<file path="src/rtl/exc_controller.sv">
// Exception request controller: latches opcode/abort/IRQ causes, prioritises them, drives Exc/EStatus and tracks ExcAck/ERet.
// Optional external interrupt path is built only when EXC_IRQ_EN is defined.
module exc_controller #(
   parameter int SYNC_STAGES    = 2,
   parameter int TIMEOUT_CYCLES = 255
) (
   input  logic       clk,
   input  logic       reset,
   input  logic       BadOpcode_D,
   input  logic       DataAbort_M,
   input  logic       ExtIRQ,
   input  logic       IRQEnable,
   input  logic       ExcAck,
   input  logic       ERet,
   output logic       Exc,
   output logic [3:0] EStatus,
   output logic       ExcBusy,
   output logic       AckTimeout
);
   localparam int              CW      = $clog2(TIMEOUT_CYCLES + 1);
   localparam logic [CW-1:0]   CNT_MAX = CW'(TIMEOUT_CYCLES);
   localparam logic [3:0]      C_NONE  = 4'b0000;
   localparam logic [3:0]      C_OP    = 4'b0010;
   localparam logic [3:0]      C_AB    = 4'b0100;
   localparam logic [3:0]      C_IRQ   = 4'b0001;

   typedef enum logic [1:0] {S_IDLE, S_REQ, S_HANDLER} state_t;

   state_t        state_q;
   logic          exc_q, busy_q, tmo_q;
   logic [3:0]    estatus_q, cause_d;
   logic          pend_op_q, pend_op_d, pend_ab_q, pend_ab_d;
   logic [CW-1:0] cnt_q, cnt_d;
   logic          irq_req, ack_edge;

`ifdef EXC_IRQ_EN
   logic [SYNC_STAGES-1:0] irq_sync_q;

   always_ff @(posedge clk) begin
      if (!reset) irq_sync_q <= '0;
      else        irq_sync_q <= {irq_sync_q[SYNC_STAGES-2:0], ExtIRQ};
   end

   assign irq_req = irq_sync_q[SYNC_STAGES-1] & IRQEnable;
`else
   logic unused_irq;
   assign unused_irq = ExtIRQ ^ IRQEnable;
   assign irq_req    = 1'b0;
`endif

   assign ack_edge = (state_q == S_REQ) && ExcAck;

   always_comb begin
      cause_d = C_NONE;
      if (pend_op_q)      cause_d = C_OP;
      else if (pend_ab_q) cause_d = C_AB;
      else if (irq_req)   cause_d = C_IRQ;

      // Clear the serviced cause first so a same-edge pulse re-arms it.
      pend_op_d = pend_op_q;
      pend_ab_d = pend_ab_q;
      if (ack_edge && estatus_q == C_OP) pend_op_d = 1'b0;
      if (ack_edge && estatus_q == C_AB) pend_ab_d = 1'b0;
      if (BadOpcode_D) pend_op_d = 1'b1;
      if (DataAbort_M) pend_ab_d = 1'b1;

      cnt_d = cnt_q;
      if (state_q == S_IDLE)                          cnt_d = '0;
      else if (state_q == S_REQ && cnt_q != CNT_MAX)  cnt_d = cnt_q + 1'b1;
   end

   always_ff @(posedge clk) begin
      if (!reset) begin
         state_q   <= S_IDLE;
         exc_q     <= 1'b0;
         busy_q    <= 1'b0;
         tmo_q     <= 1'b0;
         estatus_q <= C_NONE;
         pend_op_q <= 1'b0;
         pend_ab_q <= 1'b0;
         cnt_q     <= '0;
      end else begin
         pend_op_q <= pend_op_d;
         pend_ab_q <= pend_ab_d;
         cnt_q     <= cnt_d;
         if (state_q == S_REQ && !ExcAck && cnt_d == CNT_MAX) tmo_q <= 1'b1;
         case (state_q)
            S_IDLE: begin
               if (pend_op_q || pend_ab_q || irq_req) begin
                  state_q   <= S_REQ;
                  exc_q     <= 1'b1;
                  busy_q    <= 1'b1;
                  estatus_q <= cause_d;
               end
            end
            S_REQ: begin
               if (ExcAck) begin
                  state_q <= S_HANDLER;
                  exc_q   <= 1'b0;
               end
            end
            S_HANDLER: begin
               if (ERet) begin
                  state_q <= S_IDLE;
                  busy_q  <= 1'b0;
               end
            end
            default: begin
               state_q <= S_IDLE;
               exc_q   <= 1'b0;
               busy_q  <= 1'b0;
            end
         endcase
      end
   end

   assign Exc        = exc_q;
   assign EStatus    = estatus_q;
   assign ExcBusy    = busy_q;
   assign AckTimeout = tmo_q;
endmodule
</file>
<file path="config.mk">
export PLATFORM = sky130hd
export DESIGN_NAME = exc_controller
export DESIGN_NICKNAME = d
export VERILOG_FILES = /design/src/rtl/exc_controller.sv
export SDC_FILE = /design/constraint.sdc
export NUM_CORES = 1
export LEC_CHECK = 0
export BUFFER_PORTS_ARGS = -buffer_cell sky130_fd_sc_hd__buf_2
export CORE_MARGIN = 10
export CORE_UTILIZATION = 25
export CTS_CLUSTER_DIAMETER = 150
export CTS_CLUSTER_SIZE = 25
export DETAILED_ROUTE_END_ITERATION = 7
export GPL_ROUTABILITY_DRIVEN = 0
export GPL_TIMING_DRIVEN = 0
export PLACE_DENSITY = 0.44
export SYNTH_ARGS = -nofsm -noshare
export SYNTH_HDL_FRONTEND = slang
export SYNTH_SLANG_ARGS = --single-unit
</file>
<file path="constraint.sdc">
create_clock -name clk -period 5.2 [get_ports clk]
set_input_delay 0.52 -clock clk [delete_from_list [all_inputs] [get_ports clk]]
set_output_delay 0.52 -clock clk [all_outputs]
set_load 0.02 [all_outputs]
</file>
# After elaboration in Yosys (flattened, before gate mapping)
# Cells that the tools add are included.
dict set report word_totals {
  inputBits 8
  latchBits 0
  romBits 0
  n_memories 0
  reg_bits 19
  mem_bits_rw 0
  output_inout_bits 7
}
dict set report op_classes {
  add_sub_neg 1
  n_reduce_logical 15
  mux 17
  n_eq_ne 9
  n_div 0
  bitwise 2
  multipliers 0
  magnitude_cmp 0
  n_shift 0
}
# op n
set ops {}
lappend ops {{2-to-1 mux 8 bit} 2}
lappend ops {{AND reduction 3 bit} 3}
lappend ops {{adder 8 x 1 -> 8 bit (second input constant)} 1}
lappend ops {{== test 8 bit (second input constant)} 1}
lappend ops {{inequality test 8 bit (second input constant)} 1}
lappend ops {{2-to-1 mux 1 bit} 7}
lappend ops {{logical AND 1 bit} 6}
lappend ops {{2-to-1 mux 2 bit} 3}
lappend ops {{case mux 1 bit (3 select lines)} 2}
lappend ops {{case mux 2 bit (3 select lines)} 1}
lappend ops {{== test 4 x 2 -> 1 bit (second input constant)} 1}
lappend ops {{== test 4 x 3 -> 1 bit (second input constant)} 1}
lappend ops {{2-to-1 mux 4 bit} 1}
lappend ops {{inequality test 2 bit (second input constant)} 2}
lappend ops {{nonzero test 2 bit} 2}
lappend ops {{2-to-1 mux 3 bit} 1}
lappend ops {{== test 2 x 1 -> 1 bit (second input constant)} 1}
lappend ops {{== test 2 bit (second input constant)} 1}
lappend ops {{zero test 2 bit} 1}
lappend ops {{inequality test 2 x 1 -> 1 bit (second input constant)} 1}
lappend ops {{NOT 1 bit} 2}
lappend ops {{AND reduction 2 bit} 1}
lappend ops {{zero test 1 bit} 1}
lappend ops {{logical OR 1 bit} 1}

# Longest topological paths before layout
# Gate-level depths: netlist of the first run.
dict set report logic_depth {
  ltp_word 6
  depth_mapped 6
}

# Worst setup path before layout of the first run
# Ideal clock, no wire load.
dict set report synth_path {
  path_kind {flip-flop to flip-flop}
  startpoint {register cnt_q[0]}
  endpoint {register tmo_q, in the netlist AckTimeout}
  path_slack_ps 3559
  arrival_time_ps 1557
  path_stages_with_launch 7
  period_less_slack_ps 1641
  setup_ps 84
  path_cell_list {dfxtp_1 -> ha_1 -> and4b_1 -> a41oi_1 -> and4b_1 -> o211ai_1 -> o31ai_2}
}
dict set report synth_between {
  elab_chain_len 6
  word_cells_on_any_way 7
  classes_between {add/sub (1); eq/ne (2); mux (2); reduce/logical (2)}
}
# item line
set synth_lines {}
lappend synth_lines {{from (decl)} 33} ;# logic [CW-1:0] cnt_q, cnt_d;
lappend synth_lines {{from (signal assigned)} 85} ;# cnt_q <= cnt_d;
lappend synth_lines {{branches (longest 2 deep; another with adder 8 x 1 -> 8 bit)} -}
lappend synth_lines {{2-to-1 mux 8 bit *} 69} ;# else if (state_q == S_REQ && cnt_q != CNT_MAX) cnt_d = cnt_q + 1'b1;
lappend synth_lines {{2-to-1 mux 8 bit *} 68} ;# if (state_q == S_IDLE) cnt_d = '0;
lappend synth_lines {{== test 8 bit *} 86} ;# if (state_q == S_REQ && !ExcAck && cnt_d == CNT_MAX) tmo_q <= 1'b1;
lappend synth_lines {{logical AND 1 bit *} 86}
lappend synth_lines {{to (signal assigned)} 77} ;# tmo_q <= 1'b0;
lappend synth_lines {{to (signal assigned)} 86}
lappend synth_lines {{to (decl)} 30} ;# logic exc_q, busy_q, tmo_q;
# Every way passes the cells marked *.
# A chain may end at the register's enable or synchronous reset.

# Worst setup path in the final report of the first run
# Same ends and word-level chain as after synthesis.

==> results.sh, run 1 <==
export IMPL_period_share=0.369
export IMPL_rsz0062_at_grt="false"
export IMPL_max_stage_delay_ns=0.42
export IMPL_fillCellCount=326
export IMPL_die_width_um=76.2
export IMPL_grt_max_degree=10
export IMPL_finalCriticalPeriod_ns=1.92
export IMPL_path_buf_inv=0
export IMPL_cts_hold_buffers=0
export IMPL_ioPinCount=15
export IMPL_async_flop_share=0
export IMPL_seq_area_frac_synth=0.432
export IMPL_path_cells="ha_1 -> and4b_1 -> a41oi_1 -> and4b_1 -> o211ai_1 -> o31ai_2"
export IMPL_worstPathMaxFanout=5
export IMPL_antennaDiodeCount=0
export IMPL_tightest_slew_ns=0.615
export IMPL_tritoncts="built"
export IMPL_crit_family="simple AND/OR/NAND/NOR gates"
export IMPL_dieArea_um2=5800
export IMPL_postCtsResizedCells=0
export IMPL_grt_pass1_wl_mm=3.14
export IMPL_drtAntennaViolNets=0
export IMPL_via_count=681
export IMPL_drv_slew=0
export IMPL_cpMaxStageDelayCell="dfxtp_1"
export IMPL_yosys_top_cells_count="dfxtp_1 (17), nor2_1 (14), a21oi_1 (9), nand2_1 (7), inv_1 (4)"
export IMPL_finalSetupTns_ns=0
export IMPL_grtUsageMet2=0.0893
export IMPL_cts_max_path_buffers=2
export IMPL_die_h_um=76.2
export IMPL_yosysWarnings=0
export IMPL_max_freq_mhz=521
export IMPL_arrival_ns=2.13
export IMPL_clock_sinks=17
export IMPL_area_delta_synth_final_pct=17.1
export IMPL_antenna_found_initial=0
export IMPL_synth_most_common_cell="dfxtp_1"
export IMPL_synth_top_area_cell="dfxtp_1"
export IMPL_crit_required_ns=5.41
export IMPL_status="finished clean"
export IMPL_cts_max_level=1
export IMPL_whs_ns=0.428
export IMPL_grt_busiest_layer="met2"
export IMPL_drtIter0Drc=32
export IMPL_rows=20
export IMPL_gr_usage_met3=0.0413
export IMPL_skew_ns=0.000655
export IMPL_synth_cell_type_count=33
export IMPL_drive_gt1_frac=0.183
export IMPL_finalHoldViolCount=0
export IMPL_drcViolationCount=0
export IMPL_peakVddDrop_uv=99.6
export IMPL_firstDrtPassIters=4
export IMPL_hpwlAfterDp_mm=1.40
export IMPL_hold_path_class="input pin to flip-flop"
export IMPL_wl_mm=1.83
export IMPL_synth_seq_cells=17
export IMPL_clk_latency_ns=0.29
export IMPL_fin_cells=148
export IMPL_synth_top_area_frac=0.432
export IMPL_worstSetupEndpointType="flip-flop"
export IMPL_maxSlewHeadroom=0.587
export IMPL_grt_pass1_vias=666
export IMPL_path_clk_slew_ns=0.10
export IMPL_root_buffer="clkbuf_4"
export IMPL_grt_ovfl_total=0
export IMPL_vias_per_cell=4.60
export IMPL_initial_core_util=0.260
export IMPL_syn_inst=89
export IMPL_core_area_um2=3030
export IMPL_met1_usage=0.0779
export IMPL_cts_buffers=3
export IMPL_grt_total_usage=0.0637
export IMPL_cpMostUsedCell="and4b_1"
export IMPL_post_drt_wl_per_cell_um=12.4
export IMPL_nets=114
export IMPL_ys_flop_type="dfxtp_1"
export IMPL_power_density_nw_per_um2=269
export IMPL_synth_edf_count=0
export IMPL_worst_setup_path_start_kind="flip-flop"
export IMPL_worstSetupPathType="flip-flop to flip-flop"
export IMPL_syn_avg_cell_area_um2=8.86
export IMPL_cap_violations=0
export IMPL_cts_setup_buffers=0
export IMPL_ys_top_cells_by_area="dfxtp_1 (43%), nor2_1 (6.7%), a21oi_1 (5.7%)"
export IMPL_p_leak_nw=0.363
export IMPL_setup_violations=0
export IMPL_syn_area_um2=788
export IMPL_dpl_cell_count=144
export IMPL_final_util=0.305
export IMPL_numPortBuffers=10
[state kept, by name (all words and copies together), names as in the netlist]
| signal | cells |
|---|---|
| ExcBusy | 1 |
| AckTimeout | 1 |
| cnt_q | 8 |
| state_q | 2 |
| EStatus | 2 |
| pend_ab_q | 1 |
| pend_op_q | 1 |
| Exc | 1 |
[worst register-to-register path, stage by stage, from the launching register on]
cell and delay [ns]:
dfxtp_1 0.42, ha_1 0.31, and4b_1 0.35, a41oi_1 0.17
and4b_1 0.27, o211ai_1 0.11, o31ai_2 0.20
[path summary, 6_finish.rpt]
| kind | start | endpoint | slack (ns) | cells after the start |
|---|---|---|---|---|
| worst max-delay path | cnt_q[0] | AckTimeout | 3.28 | 6 |
| worst min-delay path | BadOpcode_D | pend_op_q | 0.43 | 3 |
| worst max register to register | cnt_q[0] | AckTimeout | 3.28 | 6 |
| worst min register to register | EStatus[1] | EStatus[1] | 0.49 | 2 |
[cells by family (layout without fill, tap and decap cells)]
kind of cell / after synthesis / after routing / share of synthesized area
flops: 17 / 17 / 0.432
simple gates: 38 / 38 / 0.273
compound gates: 23 / 23 / 0.203
xor+xnor: 3 / 3 / 0.0333
other cells: 1 / 2 / 0.00476
buf+inv: 6 / 20 / 0.0381
fa+ha+maj: 1 / 1 / 0.0159
[report_power, final]
part           leakage (nW)  switching [mW]  internal [mW]  total, mW
Sequential            0.139         0.00608          0.136      0.142
Combinational         0.209          0.0211         0.0126     0.0337
Clock                0.0150          0.0423         0.0298     0.0721
[stage by stage]
step,cell area [µm²],total power [mW],setup WS (ns)
after floorplan,792,0.167,3.56
after global routing,923,0.265,3.13
final,923,0.248,3.28
after global placement,897,0.179,3.33
after detailed placement,897,0.179,3.33
after CTS,923,0.254,3.29
[cell type report]
type	count	area (µm²)	area share
inverter	4	15.0	0.0163
timing repair buffer	10	50.0	0.0542
buffer	2	15.0	0.0163
clock buffer	4	26.3	0.0285
sequential	17	340	0.369
multi-input combinational	67	422	0.457
tap	44	55.1	0.0596
[placed cells by master (no fill, tap or decap), drive strengths merged, types with 2 or more instances in the layout]
| master | count |
|---|---|
| dfxtp | 17 |
| nor2 | 14 |
| buf | 12 |
| a21oi | 9 |
| nand2 | 7 |
| inv | 4 |
| clkbuf | 4 |
| nand4 | 3 |
| o21ai | 3 |
| nand4b | 2 |
| nand3 | 2 |
| a311oi | 2 |
| nor3 | 2 |
| xor2 | 2 |
| and4b | 2 |
| nor3b | 2 |
| conb | 2 |
[per-layer routing]
metal | share of wire | routed length [µm]
met1 | 0.48 | 872
met2 | 0.40 | 736
met3 | 0.11 | 206
met4 | 0.0082 | 15
met5 | 0 | 0
(Power assumes the default switching activity.)
==> run 2, diff against run 1 <==
Settings changed: PLACE_DENSITY 0.44 to 0.46.
Clock period 5.2 ns to 1.58 ns, I/O delays scaled along.
==> results.sh, run 2 (synthesized netlist as in run 1, its figures left out) <==
export IMPL_worstSetupPathType="flip-flop to flip-flop"
export IMPL_via_count=707
export IMPL_drcViolationCount=0
export IMPL_drive_gt1_frac=0.339
export IMPL_routed_wl_met2_um=785
export IMPL_peakVddDrop_uv=507
export IMPL_wl_mm=1.90
export IMPL_crit_required_ns=1.80
export IMPL_largest_register_ffs=8
export IMPL_finalHoldViolCount=0
export IMPL_hpwlAfterDp_mm=1.40
export IMPL_drv_slew=0
export IMPL_top_layer="met4"
export IMPL_final_common_cell="nor2_1"
export IMPL_period_share=0.976
export IMPL_cts_max_level=1
export IMPL_wl_met1_mm=1.00
export IMPL_cap_violations=0
export IMPL_final_util=0.338
export IMPL_top_register="cnt_q"
export IMPL_die_h_um=76.2
export IMPL_initial_core_util=0.260
export IMPL_cp_startpoint="cnt_q[1]"
export IMPL_clk_latency_ns=0.29
export IMPL_p_leak_nw=0.395
export IMPL_numPortBuffers=10
export IMPL_maxSlewHeadroom=0.529
export IMPL_rows=20
export IMPL_finalCriticalPeriod_ns=1.54
export IMPL_grt_ovfl_total=0
export IMPL_firstDrtPassIters=4
export IMPL_dieArea_um2=5800
export IMPL_fin_cells=153
export IMPL_vias_per_cell=4.62
export IMPL_hp_start="BadOpcode_D"
export IMPL_placed_cell_area_um2=911
export IMPL_drtIter0Drc=40
export IMPL_worstPathMaxFanout=4
export IMPL_tritoncts="built"
export IMPL_rsz0062_at_grt="true"
export IMPL_antennaDiodeCount=0
export IMPL_nets=119
export IMPL_cts_buffers=3
export IMPL_grt_max_degree=11
export IMPL_finalInstanceArea_um2=1020
export IMPL_setup_violations=0
export IMPL_dpl_cell_count=144
export IMPL_grt_pass1_wl_mm=3.21
export IMPL_wl_met3_um=100
export IMPL_cts_max_path_buffers=2
export IMPL_ioPinCount=15
export IMPL_grt_pass1_vias=695
export IMPL_skew_ns=0.000961
export IMPL_hold_path_class="input pin to flip-flop"
export IMPL_path_clk_slew_ns=0.10
export IMPL_power_density_nw_per_um2=799
export IMPL_layout_common_cells="nor2_1 (14), dfxtp_1 (10), buf_2 (10)"
export IMPL_area_delta_synth_final_pct=29.7
export IMPL_worst_setup_path_start_kind="flip-flop"
export IMPL_arrival_ns=1.76
export IMPL_antenna_found_initial=0
export IMPL_r2r_start="cnt_q[1]"
export IMPL_max_freq_mhz=648
export IMPL_tightest_slew_ns=0.702
export IMPL_die_width_um=76.2
export IMPL_worst_slack_ns=0.0376
export IMPL_clock_sinks=17
export IMPL_root_buffer="clkbuf_4"
export IMPL_status="finished clean"
export IMPL_post_place_ws_ns=-0.133
export IMPL_post_drt_wl_per_cell_um=12.4
export IMPL_grt_total_usage=0.0650
export IMPL_fillCellCount=318
export IMPL_drtAntennaViolNets=0
export IMPL_core_area_um2=3030
export IMPL_worstSetupEndpointType="flip-flop"
-- run 2: cell types whose count changed in the layout (fill, tap and decap cells not counted), moves of 3 or more --
cell / before / now
dfxtp_1: 17 / 10
buf_4: 2 / 6
dfxtp_2: 0 / 4
dfxtp_4: 0 / 3
-- run 2: area by class of cell --
| class | instances | area (µm²) | share of cell area |
|---|---|---|---|
| repair buffers | 15 | 91.3 | 0.0894 |
| flip-flops and latches | 17 | 357 | 0.349 |
| plain buffers | 2 | 15.0 | 0.0147 |
| clock buffers | 3 | 22.5 | 0.0220 |
| clock inverters | 1 | 5.00 | 0.00490 |
| multi-input cells | 67 | 462 | 0.452 |
| inverters | 4 | 15.0 | 0.0147 |
| well taps | 44 | 55.1 | 0.0539 |
-- run 2: power by group --
part / switching (mW) / total, mW / internal [mW]
sequential: 0.0196 / 0.464 / 0.445
combinational: 0.0722 / 0.116 / 0.0436
clock: 0.142 / 0.236 / 0.0942
total: 0.234 / 0.817 / 0.583
-- run 2: timing repair --
item	4_1_cts	5_1_grt
gates resized for setup	13	2
endpoints found under the setup margin	1	1
hold buffers	0	0
cloned	0	0
buffers inserted	5	0
pin swaps	5	3
-- run 2: path summary, 6_finish.rpt --
kind / end / slack [ns] / depth (start not counted)
max reg2reg: AckTimeout / 0.04 / 6
max: AckTimeout / 0.04 / 6
min: pend_op_q / 0.07 / 3
min reg2reg: AckTimeout / 0.47 / 2
-- run 2: worst max-delay path, cell delays in order (launching register included) --
cell and delay, ns:
dfxtp_4 0.37, ha_4 0.16, and4b_2 0.23, buf_6 0.14
a311oi_2 0.25, a31oi_1 0.09, o31ai_2 0.24
-- run 2: layer usage --
layer / global-route usage / vias up
met5: 0 / -
li1: - / 361
met2: 0.0944 / 12
met1: 0.0856 / 332
met3: 0.0342 / 2
met4: 0.00558 / 0
-- run 2: per-stage QoR --
step	total power [mW]	hold slack, ns	setup TNS, ns
finish	0.817	0.0681	0
CTS	0.830	0.0597	-0.0133
global route	0.864	0.0843	-0.0648
floorplan	0.551	0.272	0
detailed placement	0.590	0.379	-0.133
global placement	0.589	0.376	-0.136
==> run 3, diff against run 2 <==
Settings changed: CORE_MARGIN 10 to unset, PLACE_DENSITY 0.46 to 0.44, RECOVER_POWER set to 50.
Clock period 1.58 ns to 2 ns, I/O delays scaled along.
==> results.sh, run 3 (synthesized netlist as in run 1, its figures left out) <==
export IMPL_power_density_nw_per_um2=693
export IMPL_cts_hold_buffers=0
export IMPL_grt_pass1_vias=631
export IMPL_die_h_um=58.2
export IMPL_grt_pass1_wl_mm=2.89
export IMPL_antenna_found_initial=0
export IMPL_via_count=682
export IMPL_p_total_uw=637
export IMPL_final_common_cell="dfxtp_1"
export IMPL_reg2reg_to="AckTimeout"
export IMPL_whs_ns=0.119
export IMPL_layout_common_cells="dfxtp_1 (17), nor2_1 (14), a21oi_1 (9)"
export IMPL_core_area_um2=3030
export IMPL_met1_usage=0.156
export IMPL_cts_max_level=1
export IMPL_placed_cell_area_um2=897
export IMPL_rsz0062_at_grt="false"
export IMPL_drcViolationCount=0
export IMPL_grt_busiest_layer="met2"
export IMPL_grt_ovfl_total=0
export IMPL_finalSetupTns_ns=0
export IMPL_max_freq_mhz=546
export IMPL_finalCriticalPeriod_ns=1.83
export IMPL_clock_sinks=17
export IMPL_grt_max_degree=10
export IMPL_antennaDiodeCount=0
export IMPL_drtIter0Drc=19
export IMPL_skew_ns=0.00124
export IMPL_root_buffer="clkbuf_4"
export IMPL_finalHoldViolCount=0
export IMPL_hp_start="BadOpcode_D"
export IMPL_vias_per_cell=4.61
export IMPL_drive_gt1_frac=0.144
export IMPL_status="finished clean"
export IMPL_hpwlAfterDp_mm=1.23
export IMPL_r2r_start="cnt_q[0]"
export IMPL_reg2reg_depth=6
export IMPL_cap_violations=0
export IMPL_dieArea_um2=3380
export IMPL_path_clk_slew_ns=0.10
export IMPL_worstPathMaxFanout=5
export IMPL_ioPinCount=15
export IMPL_period_share=0.916
export IMPL_tightest_slew_ns=0.566
export IMPL_post_drt_wl_per_cell_um=11.0
export IMPL_wl_mm=1.62
export IMPL_drv_slew=0
export IMPL_arrival_ns=2.04
export IMPL_gr_usage_met3=0.0491
export IMPL_grt_total_usage=0.113
export IMPL_area_delta_synth_final_pct=16.7
export IMPL_peakVddDrop_uv=388
export IMPL_worstSetupPathType="flip-flop to flip-flop"
export IMPL_initial_core_util=0.260
export IMPL_crit_required_ns=2.21
export IMPL_p_leak_nw=0.341
export IMPL_worstSetupEndpointType="flip-flop"
export IMPL_finalInstanceArea_um2=920
export IMPL_cts_setup_buffers=0
export IMPL_min_to="pend_op_q"
export IMPL_cts_max_path_buffers=2
export IMPL_setup_violations=0
export IMPL_r2r_setup_slack_ns=0.17
export IMPL_largest_register_ffs=8
export IMPL_nets=114
export IMPL_dpl_cell_count=144
export IMPL_maxSlewHeadroom=0.620
export IMPL_drtAntennaViolNets=0
export IMPL_fillCellCount=318
export IMPL_cts_buffers=3
export IMPL_die_width_um=58.2
export IMPL_rows=20
export IMPL_min_delay_path_depth=3
export IMPL_grtUsageMet2=0.164
export IMPL_clk_latency_ns=0.28
export IMPL_numPortBuffers=10
export IMPL_firstDrtPassIters=4
export IMPL_tritoncts="built"
export IMPL_fin_cells=148
export IMPL_worst_setup_path_start_kind="flip-flop"
export IMPL_top_register="cnt_q"
export IMPL_hold_path_class="input pin to flip-flop"
==> run 3: cell type report <==
| class | instances | area (µm²) | area share |
|---|---|---|---|
| multi-input combinational | 67 | 424 | 0.461 |
| sequential | 17 | 340 | 0.370 |
| tap | 44 | 55.1 | 0.0599 |
| timing repair buffer | 10 | 43.8 | 0.0476 |
| clock buffer | 4 | 26.3 | 0.0286 |
| buffer | 2 | 15.0 | 0.0163 |
| inverter | 4 | 15.0 | 0.0163 |
==> run 3: worst max-delay path: stages (launching register included) <==
cell and delay [ns]:
dfxtp_1 0.42, ha_2 0.28, and4b_1 0.32, a41oi_1 0.18, and4b_1 0.28, o211ai_1 0.11, o31ai_2 0.18
==> run 3: report_power, final <==
| part | switching, mW | internal [mW] |
|---|---|---|
| combinational | 0.0533 | 0.0305 |
| clock | 0.106 | 0.0775 |
| sequential | 0.0158 | 0.354 |
==> run 3: per-stage QoR <==
step	worst slack [ns]	util
floorplan	0.359	-
global placement	0.134	0.296
detailed placement	0.137	0.296
CTS	0.101	0.305
global route	0.0578	0.304
finish	0.169	0.304
==> run 3: how the worst max path moves through the flow <==
stage	endpoint	startpoint
finish	AckTimeout	cnt_q[0]
global route	AckTimeout	cnt_q[0]
CTS	AckTimeout	cnt_q[0]
detailed placement	AckTimeout	cnt_q[0]
global placement	AckTimeout	cnt_q[0]
floorplan	AckTimeout	cnt_q[0]
==> run 3: timing repair <==
| item | in CTS | in global routing |
|---|---|---|
| endpoints found under the hold margin | 0 | 0 |
| endpoints found under the setup margin | 0 | 1 |
| resized for setup | 0 | 1 |
==> run 3: layer usage <==
| layer | wire [µm] | vias to the layer above |
|---|---|---|
| li1 | - | 351 |
| met1 | 844 | 316 |
| met2 | 698 | 15 |
| met3 | 80 | 0 |
| met4 | 0 | 0 |
| met5 | 0 | - |
